[config.mk]
export PLATFORM = sky130hd
export DESIGN_NAME = lab2_proc_hazard_ctrl
export DESIGN_NICKNAME = d
export VERILOG_FILES = /design/src/rtl/lab2_proc_hazard_pkg.sv /design/src/rtl/lab2_proc_hazard_stage_reg.sv /design/src/rtl/lab2_proc_hazard_ctrl.sv
export SDC_FILE = /design/constraint.sdc
export NUM_CORES = 1
export LEC_CHECK = 0
export ABC_AREA = 0
export BUFFER_PORTS_ARGS = -buffer_cell sky130_fd_sc_hd__buf_2
export CAP_MARGIN = 0
export CORE_MARGIN = 3
export CORE_UTILIZATION = 55
export CTS_CLUSTER_DIAMETER = 100
export DETAILED_ROUTE_END_ITERATION = 7
export PLACE_DENSITY_LB_ADDON = 0.05
export SYNTH_ARGS = -nofsm -noshare
export SYNTH_HDL_FRONTEND = slang
export SYNTH_HIERARCHICAL = 1
export SYNTH_SLANG_ARGS = --single-unit
[constraint.sdc]
create_clock -name clk -period 6.45 [get_ports clk]
set_clock_uncertainty 0.2 [all_clocks]
set_input_delay 0.3225 -clock clk [delete_from_list [all_inputs] [get_ports clk]]
set_output_delay 0.3225 -clock clk [all_outputs]
set_load 0.01 [all_outputs]
[src/rtl/lab2_proc_hazard_pkg.sv]
// Shared types and bypass-select encodings for the TinyRV2 hazard controller.
package lab2_proc_hazard_pkg;

    // op1 bypass mux order: rf, X, M, W
    localparam logic [1:0] BYP1_RF = 2'd0;
    localparam logic [1:0] BYP1_X  = 2'd1;
    localparam logic [1:0] BYP1_M  = 2'd2;
    localparam logic [1:0] BYP1_W  = 2'd3;

    // op2 bypass mux order differs in the datapath: X, M, W, rf
    localparam logic [1:0] BYP2_X  = 2'd0;
    localparam logic [1:0] BYP2_M  = 2'd1;
    localparam logic [1:0] BYP2_W  = 2'd2;
    localparam logic [1:0] BYP2_RF = 2'd3;

    typedef struct packed {
        logic       val;
        logic       wen;
        logic [4:0] rd;
        logic       is_load;
        logic       is_mul;
    } stage_info_t;

    localparam stage_info_t STAGE_BUBBLE = '0;

    // A stage can forward to source rs when it holds a valid register write to rs.
    function automatic logic byp_match(input stage_info_t s, input logic [4:0] rs);
        return s.val & s.wen & (s.rd == rs);
    endfunction

endpackage

[src/rtl/lab2_proc_hazard_stage_reg.sv]
// One pipeline stage's control record: hold when stalled, else load a bubble or the upstream entry.
module lab2_proc_hazard_stage_reg
    import lab2_proc_hazard_pkg::*;
(
    input  logic        clk,
    input  logic        reset,
    input  logic        hold,
    input  logic        bubble,
    input  stage_info_t d,
    output stage_info_t q
);

    // Stage register; reset drops the entry immediately.
    always_ff @(posedge clk or negedge reset) begin
        if (!reset) begin
            q <= STAGE_BUBBLE;
        end else if (!hold) begin
            q <= bubble ? STAGE_BUBBLE : d;
        end
    end

endmodule

[src/rtl/lab2_proc_hazard_ctrl.sv]
// Stall/bypass scheduler for the 5-stage TinyRV2 pipeline with the iterative multiplier.
module lab2_proc_hazard_ctrl
    import lab2_proc_hazard_pkg::*;
#(
    parameter int unsigned p_cnt_nbits = 32
) (
    input  logic                   clk,
    input  logic                   reset,
    input  logic                   val_D,
    input  logic                   squash_D,
    input  logic                   rs1_en_D,
    input  logic                   rs2_en_D,
    input  logic [4:0]             rs1_D,
    input  logic [4:0]             rs2_D,
    input  logic                   rf_wen_D,
    input  logic [4:0]             rd_D,
    input  logic                   is_load_D,
    input  logic                   is_mul_D,
    input  logic                   stall_X_ext,
    input  logic                   stall_M_ext,
    input  logic                   stall_W_ext,
    input  logic                   imul_req_rdy,
    input  logic                   imul_resp_val,
    input  logic                   stats_en,
    output logic [1:0]             op1_byp_sel_D,
    output logic [1:0]             op2_byp_sel_D,
    output logic                   stall_D,
    output logic                   stall_X,
    output logic                   stall_M,
    output logic                   stall_W,
    output logic                   imul_req_val,
    output logic                   imul_resp_rdy,
    output logic                   val_X,
    output logic                   val_M,
    output logic                   val_W,
    output logic [p_cnt_nbits-1:0] stall_cycles
);

    stage_info_t x_q, m_q, w_q;
    stage_info_t x_d;
    logic        luse;
    logic        stall_D_nm;
    logic        x_bubble;
    logic [p_cnt_nbits-1:0] stall_cycles_q;

    // M/W only forward; their load/mul flags are carried along but never consulted.
    logic unused_stage_bits;
    assign unused_stage_bits = ^{m_q.is_load, m_q.is_mul, w_q.is_load, w_q.is_mul};

    // Stall chain from W back to D, plus load-use and multiplier handshake stalls.
    always_comb begin
        stall_W = stall_W_ext;
        stall_M = stall_M_ext | stall_W;
        stall_X = stall_X_ext | stall_M | (x_q.val & x_q.is_mul & ~imul_resp_val);
        luse    = x_q.val & x_q.is_load & x_q.wen & (x_q.rd != 5'd0)
                & ((rs1_en_D & (rs1_D == x_q.rd)) | (rs2_en_D & (rs2_D == x_q.rd)));
        stall_D_nm    = val_D & (stall_X | luse);
        stall_D       = stall_D_nm | (val_D & is_mul_D & ~squash_D & ~imul_req_rdy);
        imul_req_val  = val_D & is_mul_D & ~squash_D & ~stall_D_nm;
        imul_resp_rdy = x_q.val & x_q.is_mul & ~stall_X_ext & ~stall_M;
    end

    // Bypass selects, youngest producer first; a load in X has no data yet so it is skipped.
    always_comb begin
        op1_byp_sel_D = BYP1_RF;
        op2_byp_sel_D = BYP2_RF;
        if (rs1_en_D && rs1_D != 5'd0) begin
            if (byp_match(x_q, rs1_D) && !x_q.is_load) op1_byp_sel_D = BYP1_X;
            else if (byp_match(m_q, rs1_D))             op1_byp_sel_D = BYP1_M;
            else if (byp_match(w_q, rs1_D))             op1_byp_sel_D = BYP1_W;
        end
        if (rs2_en_D && rs2_D != 5'd0) begin
            if (byp_match(x_q, rs2_D) && !x_q.is_load) op2_byp_sel_D = BYP2_X;
            else if (byp_match(m_q, rs2_D))             op2_byp_sel_D = BYP2_M;
            else if (byp_match(w_q, rs2_D))             op2_byp_sel_D = BYP2_W;
        end
    end

    // Entry offered to X by the D stage; squashed or stalled instructions become bubbles.
    always_comb begin
        x_d.val     = 1'b1;
        x_d.wen     = rf_wen_D;
        x_d.rd      = rd_D;
        x_d.is_load = is_load_D;
        x_d.is_mul  = is_mul_D;
        x_bubble    = ~(val_D & ~stall_D & ~squash_D);
    end

    lab2_proc_hazard_stage_reg u_stage_x (
        .clk    (clk),
        .reset  (reset),
        .hold   (stall_X),
        .bubble (x_bubble),
        .d      (x_d),
        .q      (x_q)
    );

    lab2_proc_hazard_stage_reg u_stage_m (
        .clk    (clk),
        .reset  (reset),
        .hold   (stall_M),
        .bubble (stall_X),
        .d      (x_q),
        .q      (m_q)
    );

    lab2_proc_hazard_stage_reg u_stage_w (
        .clk    (clk),
        .reset  (reset),
        .hold   (stall_W),
        .bubble (stall_M),
        .d      (m_q),
        .q      (w_q)
    );

    // Statistics: count D-stall cycles while enabled; wraps naturally.
    always_ff @(posedge clk or negedge reset) begin
        if (!reset) begin
            stall_cycles_q <= '0;
        end else if (stats_en && stall_D) begin
            stall_cycles_q <= stall_cycles_q + p_cnt_nbits'(1);
        end
    end

    assign stall_cycles = stall_cycles_q;
    assign val_X        = x_q.val;
    assign val_M        = m_q.val;
    assign val_W        = w_q.val;

endmodule

* Word-level counts from Yosys, hierarchy flattened
Cells that the tools add are included.
Operators by class: muxes and demuxes 11, $add $sub $neg 1, reduce and logical (&&, ||, !) cells 9, bitwise gates (word level) 39, equality and inequality tests 8
Operators by type and width (number):
- == test 5 bit | 8
- adder 32 x 1 -> 32 bit (second input constant) | 1
- two-way mux 9 bit | 3
- AND 1 bit | 26
- nonzero test 5 bit | 3
- two-way mux 2 bit | 7
- inverter 1 bit | 7
- bitwise OR 1 bit | 6
- logical AND 1 bit | 5
- zero test 1 bit | 1
- two-way mux 1 bit | 1
Word-level totals: input port bits 30, output and inout port bits 45, logic and storage cells 82, flip-flop bits (word level) 57

* Depth between registers and ports, before layout
Gate-level depths: netlist (run 1).
depth after elaboration 11, depth in mapped cells 8

* Cells and area by module
Netlist (run 1), hierarchy kept.
By module, submodules not included:
- lab2_proc_hazard_ctrl | instances 1, cells an instance 212, area each 2026.9 µm², seq. area each 800.8 µm²
- lab2_proc_hazard_stage_reg | instances 3, cells an instance 37, area each 400.4 µm², seq. area each 225.2 µm²

* Worst setup path after synthesis (run 1)
No wires, ideal clock.
kind register to register, start point reg u_stage_x/q[8] (netlist name), end point reg stall_cycles_q[1] (netlist: stall_cycles[1]), period minus slack after synthesis 2.506 ns, arrival time 2.182 ns, required time 6.125 ns, setup time 0.125 ns, cell stages (with the launch flop) 7, buffers on the path 1, setup slack 3.944 ns, cell sequence dfrtp_1 > nand2_1 > o21ai_0 > a21oi_1 > a21oi_2 > buf_6 > mux2_2
Between the ends: elaborated cells between the ends (all ways) 11
RTL lines:
- start: declaration | line lab2_proc_hazard_stage_reg.sv:10 | output stage_info_t q
- start signal: assignment | line lab2_proc_hazard_stage_reg.sv:18 | q <= bubble ? STAGE_BUBBLE : d;
- AND 1 bit (2 in a row) | line lab2_proc_hazard_ctrl.sv:54 | stall_X = stall_X_ext | stall_M | (x_q.val & x_q.is_mul & ~imul_resp_val);
- bitwise OR 1 bit | line lab2_proc_hazard_ctrl.sv:54
- via stall_X | line lab2_proc_hazard_ctrl.sv:28 | output logic stall_X,
- bitwise OR 1 bit | line lab2_proc_hazard_ctrl.sv:57 | stall_D_nm = val_D & (stall_X | luse);
- AND 1 bit | line lab2_proc_hazard_ctrl.sv:57
- bitwise OR 1 bit | line lab2_proc_hazard_ctrl.sv:58 | stall_D = stall_D_nm | (val_D & is_mul_D & ~squash_D & ~imul_req_rdy);
- logical AND 1 bit | line lab2_proc_hazard_ctrl.sv:120 | end else if (stats_en && stall_D) begin
- end signal: assignment | line lab2_proc_hazard_ctrl.sv:121 | stall_cycles_q <= stall_cycles_q + p_cnt_nbits'(1);
- end: declaration | line lab2_proc_hazard_ctrl.sv:44 | logic [p_cnt_nbits-1:0] stall_cycles_q;
The timed path passes the listed nets, and every way through them passes these cells. A chain may end at the register's enable or synchronous reset.

* Worst setup path in the final report (run 1)
start point in stall_W_ext, end point out stall_D
Between the ends: cells in the longest elaborated chain, start to end 6
RTL lines:
- start: declaration | line lab2_proc_hazard_ctrl.sv:21 | input logic stall_W_ext,
- bitwise OR 1 bit | line lab2_proc_hazard_ctrl.sv:53 | stall_M = stall_M_ext | stall_W;
- bitwise OR 1 bit (2 in a row) | line lab2_proc_hazard_ctrl.sv:54
- bitwise OR 1 bit | line lab2_proc_hazard_ctrl.sv:57
- AND 1 bit | line lab2_proc_hazard_ctrl.sv:57
- bitwise OR 1 bit | line lab2_proc_hazard_ctrl.sv:58
- end: declaration | line lab2_proc_hazard_ctrl.sv:27 | output logic stall_D,
Every way passes these cells.

==> results of run 1 <==
[final cells by class]
cell class	count	area, um2
Fill cell	436	1720
Multi-Input combinational cell	233	1530
Sequential cell	55	1380
Timing Repair Buffer	79	410
Tap cell	70	87.6
Clock buffer	6	72.6
Inverter	6	22.5
Clock inverter	2	17.5
[final timing paths]
path	from	end	depth (start not counted)
min	rd_D[4]	u_stage_x/q[6]$_DFFE_PN0N_	2
min reg2reg	stall_cycles[31]$_DFFE_PN0P_	stall_cycles[31]$_DFFE_PN0P_	1
max in group asynchronous	reset	u_stage_m/q[2]$_DFFE_PN0N_	3
min in group asynchronous	reset	u_stage_w/q[4]$_DFFE_PN0N_	3
max	stall_W_ext	stall_D	8
max reg2reg	stall_cycles[5]$_DFFE_PN0P_	stall_cycles[31]$_DFFE_PN0P_	7
[metal layers]
metal	share of wire	vias up
met5	0	-
met4	0.0043	0
met3	0.047	4
met2	0.44	53
met1	0.51	1097
li1	-	1207
[state kept, by name, summed over array words and instances, names as in the netlist]
name,cells
u_stage_x/q,9
u_stage_m/q,7
u_stage_w/q,7
stall_cycles,32
[power groups by stage]
stage               logic [W]  clock network (W)  registers [W]
detailed placement   0.000111                  0       0.000396
finish               0.000111           0.000191       0.000389
CTS                  0.000112           0.000198       0.000389
global placement     0.000110                  0       0.000394
global route         0.000123           0.000209       0.000392
floorplan           0.0000595                  0       0.000399
[worst max-delay path: cells and delay by family]
| family | cells | cell delay [ns] |
|---|---|---|
| AO/OA/AOI/OAI | 3 | 0.55 |
| buffers and inverters | 3 | 0.57 |
| AND/OR/NAND/NOR | 2 | 0.70 |
[placed cells by master (no fill, tap or decap), drive strengths merged, types with 3 or more instances in the layout]
master,instances
a21oi,3
a22o,3
and3,12
buf,78
clkbuf,6
dfrtp,55
inv,6
nand2,34
nand2b,21
nand3,17
nand4,18
nor2,11
nor3,9
o21ai,23
or4,3
xnor2,50
xor2,9
[per-stage QoR]
stage | hold slack, ns | total power, W | instances | setup WS (ns) | utilization
2_1_floorplan | -0.173 | 0.000458 | 307 | 4.01 | -
3_3_place_gp | 0.266 | 0.000504 | 442 | 3.61 | 0.652
3_5_place_dp | 0.269 | 0.000507 | 442 | 3.52 | 0.652
4_1_cts | 0.0104 | 0.000699 | 451 | 3.79 | 0.671
5_1_grt | 0.0307 | 0.000724 | 451 | 3.57 | 0.671
6_report | 0.0216 | 0.000691 | 451 | 3.77 | 0.671
[what timing repair did]
item                                   in CTS  in global routing
endpoints found under the hold margin      55                  0
setup endpoints to repair                   0                  0
buffers inserted                            0                  0
resized for setup                           0                  0
hold buffers                                1                  0
==> flow_summary_export.csv, run 1 <==
group,metric,value,unit
setup_path,critPathLaunchType,"input port",
sta,fin_crit,2.68,ns
logic_synthesis,syn-mean-instance-area,9.99,um2
pwr,ir_drop,0.145,mV
setup_path,r2r_slack,4.06,ns
clocking,htree_levels,2,
logic_synthesis,netlist_instances,307,
final_layout,area_delta_synth_final,14.5,%
global_routing,grt_util_all_layers,0.209,
sta,worst_pin_slew,0.852,ns
drt,remaining_drc_errors,0,
sta,rsz0062_at_grt,"no",
clocking,cts-root-buf,"clkbuf_8",
clocking,clkTransAtPathRegs,0.09,ns
pwr,p_sw,0.000200,W
floorplan,num_io_pins,75,
logic_synthesis,synthesis.area,0.00307,mm2
drt,vias_per_cell,5.24,
pwr,power_frac_seq,0.563,
logic_synthesis,synth_nets,338,
drt,wl,6.35,mm
pwr,pwr-share-clk,0.276,
drt,num_vias,2361,
sta,period_share,0.415,
clocking,cts_buffers,5,
global_routing,grt_antenna_before_repair,0,
pwr,power_switching_share,0.290,
pwr,p_int,0.000491,W
setup_path,critPathArrivalTime,2.15,ns
setup_path,cp.required,5.93,ns
drt,avgRoutedWirePerCell,14.1,um
setup_path,crit_chain,"buf_2 > or2_1 > nor2_1 > o21ai_1 > buf_4 > a21oi_1 > a21boi_0 > buf_2",
final_layout,design_area,0.00351,mm2
min_path,hold_path_class,"input port to flop",
clocking,cts_max_path_buffers,2,
global_routing,grt.overflow.total,0,
floorplan,initial_utilization,0.586,
setup_path,crit_type,"input port to output port",
clocking,cts_tree,"yes",
final_layout,drive_above_1_share,0.265,
run,drv_cap,0,
clocking,clock_latency,0.31,ns
pwr,comb_power_share,0.161,
placed_design,port_buffers,74,
global_routing,use_met1,0.318,
global_routing,grt_pass1_vias,2178,
sta,max_freq,374,MHz
sta,finalHoldViolations,0,
floorplan,core_area,0.00524,mm2
placed_design,dpl_cell_area,0.00341,mm2
global_routing,grt-busiest-layer,"met1",
placed_design,hpwl,4.69,mm
drt,ant_nets,0,
global_routing,grt_max_degree,56,
final_layout,nets,411,
final_layout,antenna_cells,0,
sta,setup_viol,0,
global_routing,grt_first_pass_wirelength,10.7,mm
drt,drtIter0Drc,133,
clocking,clock_sinks,55,
setup_path,cp-end-kind,"output port",
floorplan,die_w,80.7,um
floorplan,die_area,0.00651,mm2
placed_design,gp_congestion,0.788,
pwr,powerDensity,197,mW/mm2
setup_path,critical_path.max_stage_delay,0.52,ns
pwr,cellLeakagePower,1.64,nW
drt,first_pass_iters,4,
sta,slew_violations,0,
setup_path,critPathSlowestCell,"or2_1",
setup_path,crit_fanout,28,
floorplan,fp.dieH,80.7,um
outcome,outcome,"complete, no violations",
setup_path,critPathMostFrequentCell,"buf_2",
sta,finalSetupTns,0,ns
global_routing,use_met2,0.301,
global_routing,grt_use_met3,0.0448,
sta,maxSlewHeadroom,0.430,
logic_synthesis,ys.warnings.count,6,
floorplan,rows,26,
Power figures use the tool's default switching activity.
==> inputs of run 2 (changes only) <==
CORE_UTILIZATION = 54   (was 55)
clock period = 2.64 ns   (was 6.45 ns; I/O delays follow)
==> run 2 against run 1 <==
Net effect: power rose to 2.8 times the previous value; combinational power rose to 2.6 times the previous value; core utilization rose by 2.5 points; global-route usage rose by 1.4 points; worst hold slack improved by 0.0045 ns; non-clock buffer count rose by 12; critical path depth fell by 3; register-to-register slack got worse by 3.8 ns; sequential power rose by 140%; cell count rose by 2.7%.
==> flow_summary_export.csv, run 2 (synthesis gave the netlist of run 1 again) <==
group,metric,value,unit
final_layout,fin_cells,463,
drt,drtIter0Drc,182,
placed_design,hpwl,5.03,mm
final_layout,antenna_cells,0,
sta,worst_pin_slew,0.717,ns
clocking,cts-root-buf,"clkbuf_8",
setup_path,crit_type,"flop to output port",
setup_path,r2r_slack,0.27,ns
global_routing,grt_first_pass_wirelength,11.3,mm
pwr,cellLeakagePower,1.72,nW
min_path,hold_depth,4,
sta,setup_viol,0,
setup_path,cp-end-kind,"output port",
placed_design,gp_congestion,0.817,
setup_path,cp.required,2.31,ns
clocking,cts_setup_buffers,0,
final_layout,multi_input_area,0.00153,mm2
sta,period_share,0.913,
drt,wl,6.83,mm
floorplan,rows,26,
drt,first_pass_iters,4,
placed_design,dp.cells,445,
pwr,finalPower,0.00192,W
sta,rsz0062_at_grt,"no",
min_path,min-delay-start,"stats_en",
clocking,cts_max_path_buffers,2,
min_path,holdPathEnd,"stall_cycles[3]$_DFFE_PN0P_",
global_routing,grt_antenna_before_repair,0,
pwr,powerDensity,519,mW/mm2
sta,max_freq,415,MHz
setup_path,critPathLaunchType,"flop",
floorplan,fp.dieH,81.4,um
sta,fin_crit,2.41,ns
setup_path,worstReg2RegEnd,"stall_cycles[29]$_DFFE_PN0P_",
clocking,clock_latency,0.32,ns
run,drv_cap,0,
setup_path,reg2reg_depth,7,
global_routing,grt_pass1_vias,2336,
global_routing,grt_max_degree,33,
final_layout,final_cell_mix,"74 x buf_2, 55 x dfrtp_1, 50 x xnor2_1, 34 x nand2_1, 21 x nand2b_1",
floorplan,core_area,0.00530,mm2
floorplan,num_io_pins,75,
outcome,outcome,"complete, no violations",
final_layout,area_delta_synth_final,20.2,%
clocking,htree_levels,2,
drt,ant_nets,0,
setup_path,r2r_start,"stall_cycles[5]$_DFFE_PN0P_",
floorplan,die_area,0.00662,mm2
setup_path,cp-startpoint,"u_stage_x/q[3]$_DFFE_PN0N_",
floorplan,initial_utilization,0.579,
final_layout,regArea,0.00138,mm2
sta,slew_violations,0,
floorplan,die_w,81.4,um
final_layout,drive_above_1_share,0.267,
setup_path,crit_fanout,5,
clocking,clock_sinks,55,
final_layout,design_area,0.00369,mm2
pwr,ir_drop,0.409,mV
final_layout,nets,423,
final_layout,fillerInstances,434,
sta,finalHoldViolations,0,
drt,remaining_drc_errors,0,
drt,vias_per_cell,5.35,
drt,avgRoutedWirePerCell,14.7,um
sta,maxSlewHeadroom,0.522,
sta,finalSetupTns,0,ns
final_layout,fin_util,0.696,
clocking,cts_resized,0,
min_path,hold_path_class,"input port to flop",
clocking,clkTransAtPathRegs,0.10,ns
global_routing,grt_util_all_layers,0.223,
final_layout,largest_reg_flops,32,
setup_path,critPathArrivalTime,2.08,ns
clocking,cts_buffers,5,
clocking,hold_buffers,10,
clocking,cts_tree,"yes",
placed_design,port_buffers,74,
global_routing,grt.overflow.total,0,
final_layout,final_common_cell,"buf_2",
placed_design,dpl_cell_area,0.00345,mm2
drt,num_vias,2478,
## run 2: cell types whose count changed in the layout (fill, tap and decap cells not counted)
| cell | before | now |
|---|---|---|
| clkinv_4 | 2 | 0 |
| clkbuf_1 | 1 | 0 |
| buf_12 | 0 | 1 |
| bufinv_16 | 0 | 2 |
| buf_4 | 4 | 6 |
| inv_8 | 0 | 1 |
| dlygate4sd3_1 | 1 | 10 |
## run 2: power by group
part	switching, W	internal, W
Combinational	0.000158	0.000134
Clock	0.000292	0.000385
Sequential	0.0000586	0.000888
## run 2: cell type report
class                   count  share of cell area
clock buffers               5              0.0187
clock inverters             3              0.0193
inverters                   6             0.00611
multi-input cells         233               0.414
flip-flops and latches     55               0.373
well taps                  70              0.0237
repair buffers             91               0.145
## run 2: routing by layer
layer	part of all wire	wire [um]	up-vias	GRT usage
li1	-	-	1221	-
met2	0.45	3070	69	0.345
met1	0.49	3340	1184	0.325
met3	0.054	368	4	0.0410
met4	0.0070	48	0	0.0473
met5	0	0	-	0
## run 2: how the worst max path moves through the flow
stage          depth (start not counted)                           end
2_1_floorplan                          6   stall_cycles[1]$_DFFE_PN0P_
4_1_cts                                5                  imul_req_val
3_5_place_dp                           7  stall_cycles[23]$_DFFE_PN0P_
5_1_grt                                7  stall_cycles[31]$_DFFE_PN0P_
6_report                               5                  imul_req_val
3_3_place_gp                           6    u_stage_x/q[5]$_DFFE_PN0N_
## run 2: critical path: stages, from the launching register on
cell	delay, ns
dfrtp_1	0.45
or4_1	0.56
o221ai_2	0.27
and3b_1	0.22
and3_1	0.15
buf_2	0.12
## run 2: through the flow
| stage | hold slack, ns | setup slack (ns) |
|---|---|---|
| final | 0.0262 | 0.230 |
| after global routing | 0.0644 | 0.0852 |
| after CTS | 0.0197 | 0.200 |
| after detailed placement | 0.0339 | 0.314 |
| after global placement | 0.0309 | 0.416 |
| after floorplan | -0.364 | 0.200 |
==> inputs of run 3 (changes only) <==
CORE_MARGIN = 10   (was 3)
CORE_UTILIZATION = 49   (was 54)
PLACE_DENSITY = 0.77   (was unset)
PLACE_DENSITY_LB_ADDON = unset   (was 0.05)
clock period = 2.1 ns   (was 2.64 ns; I/O delays follow)
==> run 3 against run 2 <==
Net effect: the run now ends with negative setup slack left; routed wire length is 16% higher; die area is 48% higher; sequential power is 25% higher; clock power is 11% lower; worst hold slack worse by 0.0049 ns; sequential cell count stayed put; power is 16% higher; sequential share of layout area is 3.4 points lower; cell count is 6.9% higher; global-route usage is 6.8 points lower; combinational power is 52% higher; largest cell class unchanged.
==> flow_summary_export.csv, run 3 (synthesis gave the netlist of run 1 again) <==
group,metric,value,unit
drt,avgRoutedWirePerCell,16.0,um
outcome,outcome,"finished with violations",
pwr,pwr-share-clk,0.271,
final_layout,final_cell_mix,"74 x buf_2, 52 x dfrtp_1, 46 x xnor2_1, 33 x nand2_1, 29 x buf_4",
final_layout,drive_above_1_share,0.386,
setup_path,r2r_start,"u_stage_x/q[3]$_DFFE_PN0N_",
clocking,clock_latency,0.31,ns
drt,first_pass_iters,4,
setup_path,reg2reg_depth,11,
floorplan,die_w,99.1,um
setup_path,critPathLaunchType,"flop",
pwr,ir_drop,0.381,mV
pwr,power_frac_seq,0.531,
sta,maxSlewHeadroom,0.539,
floorplan,rows,28,
setup_path,cp-startpoint,"u_stage_x/q[3]$_DFFE_PN0N_",
global_routing,grt_max_degree,56,
global_routing,grt.overflow.total,0,
drt,vias_per_cell,5.23,
run,drv_cap,0,
pwr,finalPower,0.00223,W
min_path,hold_path_class,"input port to flop",
sta,finalSetupTns,-6.38,ns
pwr,p_sw,0.000673,W
final_layout,antenna_cells,0,
clocking,clock_sinks,55,
global_routing,grt_util_all_layers,0.154,
clocking,cts_max_path_buffers,2,
pwr,cellLeakagePower,1.99,nW
floorplan,initial_utilization,0.512,
sta,period_share,1.15,
setup_path,r2r_slack,-0.24,ns
placed_design,port_buffers,74,
sta,setup_slack,-0.308,ns
setup_path,cp.required,1.79,ns
pwr,p_int,0.00156,W
setup_path,worstReg2RegEnd,"u_stage_x/q[6]$_DFFE_PN0N_",
final_layout,nets,450,
floorplan,num_io_pins,75,
clocking,clkTransAtPathRegs,0.10,ns
sta,fin_crit,2.41,ns
sta,setup_viol,44,
global_routing,grt_first_pass_wirelength,12.8,mm
setup_path,endpoint,"imul_req_val",
setup_path,crit_chain,"buf_4 > xnor2_2 > nand3_2 > nor2_4 > o221ai_4 > and3b_1 > and3_1 > buf_2",
final_layout,final_common_cell,"buf_2",
final_layout,area_delta_synth_final,32.5,%
floorplan,fp.dieH,99.1,um
setup_path,critical-path-top-delay-family,"simple AND/OR/NAND/NOR gates",
clocking,htree_levels,2,
pwr,comb_power_share,0.198,
setup_path,crit_fanout,5,
pwr,power_switching_share,0.302,
setup_path,cp-end-kind,"output port",
sta,worst_pin_slew,0.691,ns
setup_path,crit_cells,8,
global_routing,grt_antenna_before_repair,0,
drt,drtIter0Drc,162,
outcome,violations,"negative setup slack",
drt,remaining_drc_errors,0,
sta,rsz0062_at_grt,"yes",
drt,num_vias,2587,
clocking,cts_buffers,5,
setup_path,critPathSlowestCell,"dfrtp_1",
floorplan,core_area,0.00599,mm2
final_layout,largest_reg_flops,32,
sta,slew_violations,0,
drt,ant_nets,0,
global_routing,grt_pass1_vias,2593,
placed_design,gp_congestion,0.886,
clocking,cts-root-buf,"clkbuf_8",
drt,wl,7.90,mm
pwr,powerDensity,548,mW/mm2
sta,max_freq,415,MHz
setup_path,critical_path.max_stage_delay,0.43,ns
sta,finalHoldViolations,0,
setup_path,crit_type,"flop to output port",
floorplan,die_area,0.00983,mm2
clocking,cts_tree,"yes",
placed_design,hpwl,5.59,mm
setup_path,critPathArrivalTime,2.10,ns
setup_path,cp_num_buf_inv,2,
## run 3: cell count changes in the layout (fill, tap and decap cells not counted), moves of 3 or more
cell and delta:
nand3_2 +3, nand2b_4 +8, buf_4 +23, nand2b_1 -8, dfrtp_1 -3, nand3_1 -3, o21ai_0 -5, xnor2_1 -4
o21ai_2 +6, dfrtp_2 +3, xnor2_2 +4
## run 3: timing repair
action                                  in CTS  in global routing
cloned                                       1                  0
buffers inserted                             7                  1
hold endpoints to repair                    68                  0
endpoints found under the setup margin      45                 47
resized for setup                            7                 37
hold buffers                                11                  0
pin swaps                                    7                 14
## run 3: worst reg2reg max path, delay by kind of cell (launching register included)
family | cells | cell delay [ns]
compound gates | 2 | 0.34
flops | 1 | 0.43
xor+xnor | 1 | 0.20
buf+inv | 3 | 0.41
simple gates | 5 | 0.64
## run 3: layout make-up
class,instances,area (um2)
multi-input cells,234,1740
inverters,6,22.5
clock inverters,3,23.8
repair buffers,117,741
well taps,75,93.8
fillers,445,1930
clock buffers,5,68.8
flip-flops and latches,55,1380
## run 3: worst min-delay path by stage
stage	start	to	slack, ns	depth (start not counted)
6_report	val_D	stall_cycles[3]$_DFFE_PN0P_	0.02	4
3_3_place_gp	reset	stall_cycles[16]$_DFFE_PN0P_	0.07	2
2_1_floorplan	reset	stall_cycles[0]$_DFFE_PN0P_	-0.39	0
4_1_cts	val_D	stall_cycles[3]$_DFFE_PN0P_	0.01	4
5_1_grt	val_D	stall_cycles[3]$_DFFE_PN0P_	0.03	4
3_5_place_dp	reset	stall_cycles[17]$_DFFE_PN0P_	0.09	2
## run 3: stage by stage
stage,cell area [um2],util,hold slack (ns),worst slack (ns),instances
2_1_floorplan,3070,-,-0.391,0.0139,307
3_3_place_gp,3590,0.599,0.0685,-0.0781,467
5_1_grt,4070,0.679,0.0329,-0.365,495
4_1_cts,3880,0.647,0.00957,-0.271,494
6_report,4070,0.679,0.0212,-0.308,495
3_5_place_dp,3590,0.599,0.0853,-0.185,467
## run 3: routing by layer
| metal | part of all wire | global-route usage | up-vias |
|---|---|---|---|
| met4 | 0.014 | 0.0397 | 0 |
| met5 | 0 | 0 | - |
| met2 | 0.49 | 0.251 | 61 |
| met1 | 0.44 | 0.201 | 1226 |
| li1 | - | - | 1286 |
| met3 | 0.051 | 0.0360 | 14 |
## run 3: power groups by stage
stage,Clock [W],Sequential (W),Combinational [W]
floorplan,0,0.00123,0.000183
global placement,0,0.00120,0.000380
detailed placement,0,0.00120,0.000393
CTS,0.000622,0.00118,0.000417
global route,0.000658,0.00120,0.000486
finish,0.000604,0.00118,0.000441
